**config.mk**
```make
export PLATFORM = sky130hd
export DESIGN_NAME = bpm_uart_reporter
export DESIGN_NICKNAME = d
export VERILOG_FILES = /design/src/rtl/bpm_uart_reporter.sv
export SDC_FILE = /design/constraint.sdc
export NUM_CORES = 1
export LEC_CHECK = 0
export ABC_AREA = 1
export BUFFER_PORTS_ARGS = -buffer_cell sky130_fd_sc_hd__buf_4
export CELL_PAD_IN_SITES_DETAIL_PLACEMENT = 0
export CELL_PAD_IN_SITES_GLOBAL_PLACEMENT = 1
export CORE_MARGIN = 4
export CORE_UTILIZATION = 41
export DETAILED_ROUTE_END_ITERATION = 8
export GPL_ROUTABILITY_DRIVEN = 1
export GPL_TIMING_DRIVEN = 1
export HOLD_SLACK_MARGIN = 0.05
export PLACE_DENSITY_LB_ADDON = 0.1
export REMOVE_ABC_BUFFERS = 1
export SETUP_SLACK_MARGIN = 0.05
export SYNTH_ARGS = -nofsm -noshare
export SYNTH_HDL_FRONTEND = slang
export SYNTH_SLANG_ARGS = --single-unit
```
**constraint.sdc**
```tcl
create_clock -name clk -period 1.58 [get_ports clk]
set_clock_uncertainty 0.05 [all_clocks]
set_input_delay 0.079 -clock clk [delete_from_list [all_inputs] [get_ports clk]]
set_output_delay 0.079 -clock clk [all_outputs]
set_load 0.05 [all_outputs]
```
**src/rtl/bpm_uart_reporter.sv**
```systemverilog
// Captures BPM results, converts them to three ASCII digits and sends "HTO\r\n" over UART 8N1.
// Optional BPM_AVG_EN: transmit the rounded mean of the last four captures instead of the raw value.
module bpm_uart_reporter #(
   parameter int CLKS_PER_BIT = 16,
   parameter int CNT_W        = 16
) (
   input  logic       clk,
   input  logic       rst_n,
   input  logic       en,
   input  logic [7:0] bpm_value,
   input  logic       bpm_valid,
   output logic       bpm_copied,
   output logic       tx,
   output logic       busy,
   output logic       frame_done
);

   typedef enum logic [2:0] {IDLE, CONVERT, START, DATA, STOP} state_t;

   state_t             state_reg;
   logic [7:0]         value_reg;
   logic [3:0]         hund_reg;
   logic [3:0]         tens_reg;
   logic [3:0]         ones_reg;
   logic [2:0]         byte_reg;
   logic [2:0]         bit_reg;
   logic [CNT_W-1:0]   cnt_reg;
   logic [7:0]         shift_reg;
   logic [7:0]         next_byte;
   logic [7:0]         capture_value;
   logic               capture;
   logic               bit_tick;

   assign capture  = (state_reg == IDLE) && en && bpm_valid;
   assign bit_tick = (cnt_reg == CNT_W'(CLKS_PER_BIT - 1));

`ifdef BPM_AVG_EN
   logic [7:0] hist_reg [4];
   logic       hist_full_reg;
   logic [9:0] sum;

   // The new sample joins the three most recent entries; the oldest drops out.
   assign sum = 10'(bpm_value) + 10'(hist_reg[0]) + 10'(hist_reg[1]) + 10'(hist_reg[2]) + 10'd2;
   assign capture_value = hist_full_reg ? 8'(sum >> 2) : bpm_value;

   always_ff @(posedge clk or negedge rst_n) begin
      if (!rst_n) begin
         hist_full_reg <= 1'b0;
         for (int i = 0; i < 4; i++) hist_reg[i] <= 8'd0;
      end else if (capture) begin
         hist_full_reg <= 1'b1;
         hist_reg[0]   <= bpm_value;
         for (int i = 1; i < 4; i++) hist_reg[i] <= hist_full_reg ? hist_reg[i-1] : bpm_value;
      end
   end
`else
   assign capture_value = bpm_value;
`endif

   // Byte that follows the one currently in flight.
   always_comb begin
      case (byte_reg)
         3'd0:    next_byte = {4'h3, tens_reg};
         3'd1:    next_byte = {4'h3, ones_reg};
         3'd2:    next_byte = 8'h0D;
         default: next_byte = 8'h0A;
      endcase
   end

   always_ff @(posedge clk or negedge rst_n) begin
      if (!rst_n) begin
         state_reg  <= IDLE;
         value_reg  <= 8'd0;
         hund_reg   <= 4'd0;
         tens_reg   <= 4'd0;
         ones_reg   <= 4'd0;
         byte_reg   <= 3'd0;
         bit_reg    <= 3'd0;
         cnt_reg    <= '0;
         shift_reg  <= 8'd0;
         bpm_copied <= 1'b0;
         tx         <= 1'b1;
         busy       <= 1'b0;
         frame_done <= 1'b0;
      end else begin
         bpm_copied <= 1'b0;
         frame_done <= 1'b0;
         case (state_reg)
            IDLE: begin
               if (capture) begin
                  value_reg  <= capture_value;
                  hund_reg   <= 4'd0;
                  tens_reg   <= 4'd0;
                  bpm_copied <= 1'b1;
                  busy       <= 1'b1;
                  state_reg  <= CONVERT;
               end
            end
            CONVERT: begin
               if (value_reg >= 8'd100) begin
                  value_reg <= value_reg - 8'd100;
                  hund_reg  <= hund_reg + 4'd1;
               end else if (value_reg >= 8'd10) begin
                  value_reg <= value_reg - 8'd10;
                  tens_reg  <= tens_reg + 4'd1;
               end else begin
                  ones_reg  <= value_reg[3:0];
                  shift_reg <= {4'h3, hund_reg};
                  byte_reg  <= 3'd0;
                  cnt_reg   <= '0;
                  tx        <= 1'b0;
                  state_reg <= START;
               end
            end
            START: begin
               if (bit_tick) begin
                  cnt_reg   <= '0;
                  bit_reg   <= 3'd0;
                  tx        <= shift_reg[0];
                  state_reg <= DATA;
               end else begin
                  cnt_reg <= cnt_reg + 1'b1;
               end
            end
            DATA: begin
               if (bit_tick) begin
                  cnt_reg <= '0;
                  if (bit_reg == 3'd7) begin
                     tx        <= 1'b1;
                     state_reg <= STOP;
                  end else begin
                     bit_reg   <= bit_reg + 3'd1;
                     shift_reg <= shift_reg >> 1;
                     tx        <= shift_reg[1];
                  end
               end else begin
                  cnt_reg <= cnt_reg + 1'b1;
               end
            end
            STOP: begin
               if (bit_tick) begin
                  cnt_reg <= '0;
                  if (byte_reg == 3'd4) begin
                     busy       <= 1'b0;
                     frame_done <= 1'b1;
                     state_reg  <= IDLE;
                  end else begin
                     byte_reg  <= byte_reg + 3'd1;
                     shift_reg <= next_byte;
                     tx        <= 1'b0;
                     state_reg <= START;
                  end
               end else begin
                  cnt_reg <= cnt_reg + 1'b1;
               end
            end
            default: state_reg <= IDLE;
         endcase
      end
   end

endmodule

```
Yosys cells after proc, flatten, opt, wreduce, memory -nomap -nowiden:

Cells that the tools add are included.
W data, S select, Z words.

* register bits: 57
* latch bits: 0
* memory bits (writable): 0
* bits in read-only memories: 0
* bits of input ports: 12
* output and inout port bits: 4
* memories kept: 0

* $add $sub $neg: 7
* $mul: 0
* div/mod/pow operators: 0
* order comparisons: 2
* equality and inequality tests: 22
* shift-type cells: 0
* multiplexer cells: 57
* bitwise operators: 2
* reductions and logical operators: 23

Operators with widths (number)
* $mux W8: 9
* $mux W16: 3
* $mux W3: 14
* $pmux W16 S2: 1
* $ne A2 B2 Y1 const B: 12
* $pmux W8 S3: 1
* $reduce_and A7 Y1: 3
* $pmux W6 S3: 1
* $add A16 B1 Y16 const B: 1
* $eq A16 B4 Y1 const B: 1
* $mux W4: 4
* $pmux W4 S2: 2
* $pmux W8 S2: 1
* $mux W1: 15
* $pmux W3 S5: 1
* $pmux W3 S2: 2
* $reduce_and A3 Y1: 4
* $reduce_and A4 Y1: 3
* $reduce_bool A2 Y1: 5
* $eq A3 B2 Y1 const B: 3
* $eq A3 B3 Y1 const B: 3
* $add A4 B1 Y4 const B: 2
* $ge A8 B4 Y1 const B: 1
* $ge A8 B7 Y1 const B: 1
* 15 further kinds: 20

Depth between registers and ports, before layout:

Gate-level depths: netlist of the first run.

* depth after elaboration: 5
* mapped depth: 11
* mapped depth without buffers: 11

Least setup slack after synthesis of the first run:

No wires, ideal clock.

* path type: flip-flop to flip-flop
* from: reg value_reg[2]
* to: reg tens_reg[0]
* arrival time: 1474 ps
* setup slack: -70 ps
* stages on the path, launching flop included: 10
* path buffers: 0
* cell sequence: dfrtp_1 inv_1 ha_1 nand2_1 nand2_1 nand3_2 nand2_1 nand2_1 inv_1 a21oi_1

* cells in the longest elaborated chain, start to end: 3
* elaborated cells on any way between the ends: 5
* classes of those cells: 2 x order compare; 2 x eq/ne; 1 x reduce/logical

Ends and longest elaborated chain
* start: declaration: RTL line 21 `logic [7:0] value_reg;`
* start signal: assignment: RTL line 91 `value_reg <= capture_value;`
* start signal: assignment: RTL line 101 `value_reg <= value_reg - 8'd100;`
* start signal: assignment: RTL line 104 `value_reg <= value_reg - 8'd10;`
* $ge A8 B4 Y1 or $ge A8 B7 Y1 (tied branches): RTL line 103, 100
* $ne A2 B2 Y1 (no source line)
* $reduce_and A4 Y1 (no source line) *
* end signal: assignment: RTL line 105 `tens_reg <= tens_reg + 4'd1;`
* end: declaration: RTL line 23 `logic [3:0] tens_reg;`

Every way passes the cells marked *; elsewhere a longest branch is shown, timed or not.
A chain may end at the register's enable or synchronous reset.

Worst setup path in the final report of the first run:

* from: reg value_reg[2]
* to: reg shift_reg[5]

* cells in the longest elaborated chain, start to end: 3
* elaborated cells on any way between the ends: 5
* classes of those cells: 2 x order compare; 2 x eq/ne; 1 x reduce/logical

Ends and longest elaborated chain
* $ge A8 B4 Y1 or $ge A8 B7 Y1 (tied branches): RTL line 103, 100
* $ne A2 B2 Y1 (no source line)
* $reduce_and A7 Y1 (no source line) *
* end signal: assignment: RTL line 108 `shift_reg <= {4'h3, hund_reg};`
* end signal: assignment: RTL line 133 `shift_reg <= shift_reg >> 1;`
* end signal: assignment: RTL line 149 `shift_reg <= next_byte;`
* end: declaration: RTL line 28 `logic [7:0] shift_reg;`

Marked as above.

==> impl_metrics.ini, run 1 <==
[yosys]
synth.distinct_cells = 31
synth_largest_area_cell = dfrtp_1
synth_async_sr_flop_share_pct = 100.0
synth-edff-count = 0
synth-seq-cells = 55
syn_area_sq_um = 3517
synth_common_cells = nand2_1, nand3_1, dfrtp_1, inv_1, nor2_1
synth_area_leaders = dfrtp_1, nand2_1, nand3_1
syn_area_per_cell_sq_um = 7.020
synth-main-ff-cell = dfrtp_1
synth_top_cell_area_share_pct = 38.42
yosysSeqAreaShare_pct = 39.17
synth.most_common_cell = nand2_1
synthCells = 501
ys_warn_count = 0

[worst_setup_path]
r2r_cells = 10
worstPathArrival_ns = 1.79
rr_startpoint = value_reg[2]
startpoint = value_reg[2]
slowest_stage = dfrtp_1
crit_chain = inv_2, ha_4, nand2_4, nand2_4, nor2_2, nor2_2, nor2_4, buf_4, nand4_1, nand2_1
required_ns = 1.73
startpoint_type = register
rrSetupSlack_ns = -0.06
endpoint_kind = register
cp_max_fo = 4
slowest_delay_ns = 0.42
regToRegEndpoint = shift_reg[5]
crit_type = reg -> reg
critPathCapture = shift_reg[5]

[clocking]
clock_path_buffers = 2
clk_latency_ns = 0.32
clk_pin_slew_worst_paths_ns = 0.09
cts-root-buf = clkbuf_8
cts-buffers-inserted = 5
cts_tree = yes
cts_sinks = 55
cts_max_level = 2

[sta]
max_freq_mhz = 609.7
finalCritPeriodShare_pct = 103.8
setup_viol = 19
worstMarginPinSlew_ns = 0.3674
relSlewSlack_pct = 75.50
slew_violations = 0
worst_slack_ns = -0.06009
fin_crit_ns = 1.640
rsz0062_at_grt = true
hold_viol_final = 0
timing.setup.tns_ns = -0.5257

[grt]
grt-busiest-layer = met2
grt_max_degree = 31
grt_pass1_wl_microns = 17240
globalRouteOverflowTotal = 0
antenna_found_initial = 0
use_met3_pct = 2.699
grtUsageTotal_pct = 21.24
grt_use_met1_pct = 30.07
grt_pass1_vias = 3730
met2_usage_pct = 34.73

[cells_and_area]
syn_to_final_growth_pct = 49.13
fin_area_sq_um = 5245
seqCellArea_sq_um = 1381
multi_input_area_sq_um = 2291
n_antenna_cell = 0
n_fill_cell = 760
largest_reg_flops = 16
drive_gt1_share_pct = 39.97
final_nets = 658

[outcome]
status = finished with violations
violations = negative setup slack

[floorplan]
core.rowCount = 33
fp.dieW_microns = 100.6
dieHeight_microns = 100.6
core_area_sq_um = 8299
pin_count = 16
initial_utilization_pct = 42.38
die_area_sq_um = 10120

[power]
sequentialPowerShare_pct = 54.2
comb_power_share_pct = 3.1
power_frac_clock_pct = 42.8
ir_drop_mv = 0.3072
power.density_nw_per_um2 = 495.2
p_leak_nw = 2.663
p_sw_w = 0.0005180
p_int_w = 0.002079
p_total_w = 0.002597
power.share.switching_pct = 19.94

[placement]
dp_hpwl_microns = 7583
place.gp.congestion = 0.9534
detailed_place.area_sq_um = 4415
io_buffers = 15

[drt]
routed_wl_microns = 10330
drc = 0
antenna_left = 0
vias = 3650
drtIter0Drc = 118
wl_per_cell_microns = 14.00
firstDrtPassIters = 4
detail_route.vias_per_cell = 4.946

[run]
drv_cap = 0

[hold_path]
hold_path.class = in -> reg
==> timing repair <==
action	CTS	global route
hold endpoints to repair	60	0
resized for setup	85	62
setup endpoints to repair	53	54
setup buffers	13	5
gates cloned	1	0
hold buffers	7	0
pin swaps	35	31
==> layout make-up <==
class | count | area share, %
repair buffers | 132 | 20.47
flip-flops and latches | 55 | 26.34
clock buffers | 6 | 1.384
clock inverters | 2 | 1.145
well taps | 105 | 2.505
multi-input cells | 377 | 43.68
repair inverters | 1 | 0.1431
inverters | 60 | 4.342
==> critical path, delay by kind of cell (launching register included) <==
family / cells / cell delay (ns)
DFF: 1 / 0.42
adders and majority gates: 1 / 0.15
buffers and inverters: 2 / 0.26
and+or+nand+nor: 7 / 0.66
==> worst min-delay path by stage <==
stage                             from      endpoint  slack (ns)  cells after the start
after detailed placement         rst_n  value_reg[3]       -0.02                      1
after global placement           rst_n  value_reg[4]       -0.03                      1
after floorplan                  rst_n    bit_reg[0]       -0.27                      0
after global routing                en    bpm_copied         0.1                      4
after CTS                 bpm_value[2]  value_reg[2]        0.05                      5
final                     bpm_value[2]  value_reg[2]        0.07                      5
==> cells in the final DEF (no fill, tap or decap), drive strengths merged, types with 7 or more instances in the layout <==
cell type,synthesis,routed
ha,14,14
buf,9,125
o21ai,40,40
dfrtp,54,54
nand4,16,16
inv,60,60
a21oi,8,8
nor2,34,34
dlygate4sd3,0,7
xor2,10,10
nand3,59,59
nand2,180,180
==> routing by layer <==
metal,wire [microns],share of wire (%)
met2,4939,48
met1,5071,49
met5,0,0
met4,79,0.76
met3,241,2.3
==> kinds of logic after synthesis <==
| kind of cell | count (synthesis) | share of synthesized area [%] |
|---|---|---|
| adders and majority gates | 14 | 4.980 |
| and+or+nand+nor | 299 | 36.82 |
| xor gates and xnor gates | 11 | 2.739 |
| AOI/OAI and AO/OA | 53 | 8.289 |
| DFF | 55 | 39.17 |
| buffers and inverters | 69 | 8.004 |
==> power groups by stage <==
stage	clock (W)	combinational, W	sequential, W
after global routing	0.00120	0.0000909	0.00141
after floorplan	0	0.00000770	0.00143
after detailed placement	0	0.0000661	0.00143
after global placement	0	0.0000651	0.00143
final	0.00111	0.0000794	0.00141
after CTS	0.00113	0.0000801	0.00141
==> metrics by stage <==
stage	hold WS, ns	setup slack (ns)	instances	utilization, %
after floorplan	-0.2666	-0.4907	492	-
after global placement	-0.03031	-0.1353	705	53.20
after detailed placement	-0.02129	-0.2284	705	53.20
after CTS	0.05300	-0.06408	734	60.29
after global routing	0.09851	-0.1341	738	63.20
final	0.07332	-0.06009	738	63.20
No activity file was read; power rests on OpenSTA's default activity.
==> run 2, diff against run 1 <==
--- a/config.mk
+++ b/config.mk
@@ -5,12 +5,11 @@
 export SDC_FILE = /design/constraint.sdc
 export NUM_CORES = 1
 export LEC_CHECK = 0
-export ABC_AREA = 1
 export BUFFER_PORTS_ARGS = -buffer_cell sky130_fd_sc_hd__buf_4
 export CELL_PAD_IN_SITES_DETAIL_PLACEMENT = 0
 export CELL_PAD_IN_SITES_GLOBAL_PLACEMENT = 1
 export CORE_MARGIN = 4
-export CORE_UTILIZATION = 41
+export CORE_UTILIZATION = 43
 export DETAILED_ROUTE_END_ITERATION = 8
 export GPL_ROUTABILITY_DRIVEN = 1
 export GPL_TIMING_DRIVEN = 1
==> run 2 against run 1 <==
Effect of this change: the flow still finishes with violations (negative setup slack); critical path depth fell by 4; non-clock buffer count rose by 15; global-route usage rose by 1.6 points; final area barely moved; clock-buffer cell count did not move; synthesized area fell by 4.4%; core utilization rose by 7.6 points; total power rose to 3.2 times the previous value; register-to-register slack got worse by 0.44 ns; flip-flop and latch count did not move; routed wire length fell by 1.8%.
==> impl_metrics.ini, run 2 <==
[floorplan]
core_area_sq_um = 7408
die_area_sq_um = 9301
fp.dieW_microns = 96.44
core.rowCount = 31
pin_count = 16
initial_utilization_pct = 45.40
dieHeight_microns = 96.44

[yosys]
synth_largest_area_cell = dfrtp_1
muxShareOfSynthArea_pct = 4.427
syn_area_per_cell_sq_um = 8.945
synth_async_sr_flop_share_pct = 100.0
synth-seq-cells = 55
synth_area_leaders = dfrtp_1, ha_1, o21ai_0
synth_compound_area_share_pct = 22.40
synth_top_family_by_area = compound AO/OA/AOI/OAI gates
synthAdderAreaFrac_pct = 5.208
ys_warn_count = 0
synth-edff-count = 0
synth-xor-area-share_pct = 1.823
synth_common_cells = dfrtp_1, nand2_1, nor2_1, o21ai_0, a21oi_1
synth-main-ff-cell = dfrtp_1
yosysSeqAreaShare_pct = 40.96
syn_area_sq_um = 3363
synth.most_common_cell = dfrtp_1
synthCells = 376
synth.distinct_cells = 62
synth-simple-area-share_pct = 20.39
synth_top_cell_area_share_pct = 40.18

[worst_setup_path]
crit_type = reg -> reg
required_ns = 1.74
startpoint_type = register
rrSetupSlack_ns = -0.50
worstPathArrival_ns = 2.24
cp_max_fo = 6
endpoint_kind = register

[clocking]
clock_path_buffers = 2
cts-buffers-inserted = 5
cts_tree = yes
cts_max_level = 2
cts-root-buf = clkbuf_8
clk_latency_ns = 0.32
clk_pin_slew_worst_paths_ns = 0.10
cts_sinks = 55

[drt]
wl_per_cell_microns = 16.63
drtIter0Drc = 148
drc = 0
firstDrtPassIters = 4
antenna_left = 0
detail_route.vias_per_cell = 5.536
routed_wl_microns = 10150
vias = 3377

[sta]
relSlewSlack_pct = 50.51
fin_crit_ns = 2.083
finalCritPeriodShare_pct = 131.8
worst_slack_ns = -0.5032
slew_violations = 0
setup_viol = 53
worstMarginPinSlew_ns = 0.7424
hold_viol_final = 0
max_freq_mhz = 480.0
rsz0062_at_grt = true

[cells_and_area]
final_cell_mix = buf_4, dfrtp_1, buf_6
largest_reg_flops = 16
stdcell_count = 610
n_antenna_cell = 0
drive_gt1_share_pct = 47.95
syn_to_final_growth_pct = 55.88
final_common_cell = buf_4
final_nets = 536

[power]
power.density_nw_per_um2 = 1579
ir_drop_mv = 0.7527
p_leak_nw = 2.374
p_total_w = 0.008279

[grt]
grt_pass1_wl_microns = 16600
grt_pass1_vias = 3442
grtUsageTotal_pct = 22.85
globalRouteOverflowTotal = 0
antenna_found_initial = 0
grt_max_degree = 56

[hold_path]
hold_path.class = in -> reg

[outcome]
violations = negative setup slack
status = finished with violations

[placement]
place.gp.congestion = 0.8812
dp_hpwl_microns = 6710
io_buffers = 15
dp_cells = 572

[run]
drv_cap = 0
## run 2: cell types whose count changed after synthesis, moves of 12 or more
cell | before | now
inv_1 | 49 | 17
clkbuf_1 | 0 | 12
a21oi_1 | 8 | 22
nand2_1 | 178 | 36
nand3_1 | 55 | 15
o21ai_1 | 13 | 1
## run 2: worst max-delay path: stages (launching register included)
cell and delay (ns):
dfrtp_1 0.41, inv_2 0.08, ha_4 0.16, a211o_4 0.34
or3_4 0.35, a31o_4 0.29, mux2_4 0.30
## run 2: kinds of logic after synthesis
| kind of cell | count (synthesis) |
|---|---|
| AND/OR/NAND/NOR | 139 |
| adder cells (fa/ha/maj) | 14 |
| flip-flops | 55 |
| buffers and inverters | 37 |
| XOR/XNOR | 7 |
| multiplexers | 12 |
| AO/OA/AOI/OAI | 112 |
## run 2: routing by layer
| layer | routed length [microns] | global-route usage, % | part of all wire, % | up-vias |
|---|---|---|---|---|
| li1 | - | - | - | 1644 |
| met1 | 4677 | 30.93 | 46 | 1667 |
| met2 | 5080 | 39.54 | 50 | 50 |
| met3 | 245 | 2.866 | 2.4 | 16 |
| met4 | 144 | 4.206 | 1.4 | 0 |
| met5 | 0 | 0 | 0 | - |
## run 2: final timing paths
path / start / cells after the start / endpoint
hold / removal: bpm_value[6] / 4 / value_reg[6]
setup reg to reg: value_reg[2] / 6 / shift_reg[3]
min in group asynchronous: rst_n / 2 / busy
max in group asynchronous: rst_n / 2 / byte_reg[1]
setup / recovery: value_reg[2] / 6 / shift_reg[3]
hold reg to reg: ones_reg[2] / 2 / ones_reg[2]
## run 2: cell type report
cell class	instances	area (sq um)
clock inverters	2	12.51
inverters	17	68.82
repair buffers	147	1284
fillers	565	2166
well taps	99	123.9
flip-flops and latches	55	1378
clock buffers	6	72.57
multi-input cells	284	2303
## run 2: what timing repair did
item                                    CTS  global route
hold endpoints to repair                 57             0
resized for setup                       127            48
endpoints found under the setup margin   55            55
pin swaps                                41            32
gates cloned                              2             0
buffers inserted                         16            16
hold buffers                              4             0
## run 2: metrics by stage
step	hold slack [ns]	TNS (ns)	area [sq um]	worst slack, ns	utilization, %
floorplan	-0.2666	-31.94	3266	-0.9182	-
global placement	0.1348	-19.46	4268	-0.5351	57.61
detailed placement	0.1425	-21.79	4268	-0.5877	57.61
CTS	0.05466	-17.12	4962	-0.4650	66.98
global route	0.07808	-21.96	5243	-0.5508	70.77
finish	0.05325	-18.79	5243	-0.5032	70.77
## run 2: report_power, final
group          leakage (nW)  internal (W)  total (W)  switching [W]
registers             0.708       0.00183    0.00215       0.000321
clock network        0.0412      0.000312   0.000811       0.000498
logic                  1.63       0.00282    0.00532        0.00250
total                  2.37       0.00496    0.00828        0.00332
==> run 3, diff against run 2 <==
--- a/config.mk
+++ b/config.mk
@@ -16,7 +16,7 @@
 export HOLD_SLACK_MARGIN = 0.05
 export PLACE_DENSITY_LB_ADDON = 0.1
 export REMOVE_ABC_BUFFERS = 1
-export SETUP_SLACK_MARGIN = 0.05
+export SETUP_SLACK_MARGIN = 0.5
 export SYNTH_ARGS = -nofsm -noshare
 export SYNTH_HDL_FRONTEND = slang
 export SYNTH_SLANG_ARGS = --single-unit
==> run 3 against run 2 <==
Effect of this change: the run still ends with negative setup slack left; clock power shrank 0.6%; routed wire length down 0.54%; clock-buffer cell count unchanged; setup slack gained 0.022 ns; die area unchanged; core utilization shrank 1.3 points.
==> impl_metrics.ini, run 3 (synthesized netlist as in run 2, its figures left out) <==
[floorplan]
core_area_sq_um = 7408
fp.dieW_microns = 96.44
core.rowCount = 31
die_area_sq_um = 9301
dieHeight_microns = 96.44
pin_count = 16
initial_utilization_pct = 45.40

[grt]
grt-busiest-layer = met2
met2_usage_pct = 40.46
grt_use_met1_pct = 30.73
antenna_found_initial = 0
grt_pass1_wl_microns = 16730
grt_max_degree = 56
use_met3_pct = 2.866
grtUsageTotal_pct = 23.05
grt_pass1_vias = 3472
globalRouteOverflowTotal = 0

[cells_and_area]
drive_gt1_share_pct = 44.23
stdcell_count = 610
final_nets = 536
utilization_pct = 69.45
final_common_cell = buf_4
largest_reg_flops = 16
syn_to_final_growth_pct = 52.98
final_cell_mix = buf_4, dfrtp_1, buf_6
n_antenna_cell = 0

[hold_path]
hold_path.class = in -> reg
hold_depth = 4

[drt]
drc = 0
drtIter0Drc = 156
vias = 3370
firstDrtPassIters = 4
wl_per_cell_microns = 16.54
antenna_left = 0
routed_wl_microns = 10090
detail_route.vias_per_cell = 5.525

[clocking]
clk_latency_ns = 0.31
cts_sinks = 55
cts-root-buf = clkbuf_8
cts-buffers-inserted = 5
clk_pin_slew_worst_paths_ns = 0.11
cts_tree = yes
clock_path_buffers = 2
cts_max_level = 2

[placement]
io_buffers = 15
place.gp.congestion = 0.8812
dp_cells = 572
dp_hpwl_microns = 6710

[sta]
setup_viol = 55
fin_hold_ws_ns = 0.05403
rsz0062_at_grt = true
slew_violations = 0
fin_crit_ns = 2.061
timing.setup.tns_ns = -17.90
worstMarginPinSlew_ns = 0.7426
hold_viol_final = 0
max_freq_mhz = 485.2
worst_slack_ns = -0.4810
finalCritPeriodShare_pct = 130.4
relSlewSlack_pct = 50.50

[worst_setup_path]
worstPathArrival_ns = 2.22
startpoint_type = register
cp_max_fo = 6
endpoint_kind = register
r2r_cells = 6
crit_type = reg -> reg
required_ns = 1.74

[outcome]
status = finished with violations
violations = negative setup slack

[power]
power.density_nw_per_um2 = 1582
ir_drop_mv = 0.7214
p_leak_nw = 2.363

[run]
drv_cap = 0
==> run 3: cell counts in the layout (fill, tap and decap cells not counted) <==
No cell type changed its count.
==> run 3: critical path: stages, from the launching register on <==
cell	delay [ns]
dfrtp_1	0.40
inv_2	0.08
ha_4	0.16
a211o_1	0.31
or3_4	0.37
a31o_4	0.29
mux2_4	0.30
==> run 3: per-stage QoR <==
| step | area, sq um | total power [W] | worst slack [ns] |
|---|---|---|---|
| 5_1_grt | 5145 | 0.008689 | -0.5462 |
| 2_1_floorplan | 3266 | 0.004260 | -0.9182 |
| 3_3_place_gp | 4268 | 0.005953 | -0.5351 |
| 6_report | 5145 | 0.008140 | -0.4810 |
| 3_5_place_dp | 4268 | 0.006032 | -0.5877 |
| 4_1_cts | 5005 | 0.007888 | -0.4650 |
==> run 3: worst paths after layout <==
check	from	to	slack [ns]
min	bpm_value[6]	value_reg[6]	0.05
max reg2reg	value_reg[2]	shift_reg[5]	-0.48
max	value_reg[2]	shift_reg[5]	-0.48
min in group asynchronous	rst_n	busy	0.29
min reg2reg	ones_reg[2]	ones_reg[2]	0.45
max in group asynchronous	rst_n	byte_reg[1]	0.67
==> run 3: cell type report <==
cell class                      count  area (sq um)
Clock buffer                        6         72.57
Fill cell                         581          2263
Clock inverter                      2         12.51
Timing Repair Buffer              147          1295
Multi-Input combinational cell    284          2197
Tap cell                           99         123.9
Inverter                           17         66.31
Sequential cell                    55          1378
==> run 3: where the power goes <==
| part | switching (W) | leakage, nW | internal [W] |
|---|---|---|---|
| clock network | 0.000494 | 0.0412 | 0.000312 |
| logic | 0.00240 | 1.61 | 0.00278 |
| registers | 0.000322 | 0.708 | 0.00183 |
| total | 0.00322 | 2.36 | 0.00493 |
==> run 3: timing repair <==
action,CTS,global route
endpoints found under the setup margin,56,57
endpoints found under the hold margin,57,0
pin swaps,42,15
gates resized for setup,134,17
hold buffers,4,0
cloned,2,0
buffers inserted,16,8
==> run 3: layer usage <==
layer	vias to the layer above	wire length, microns
li1	1646	-
met1	1660	4693
met2	56	5073
met3	8	254
met4	0	71
met5	-	0
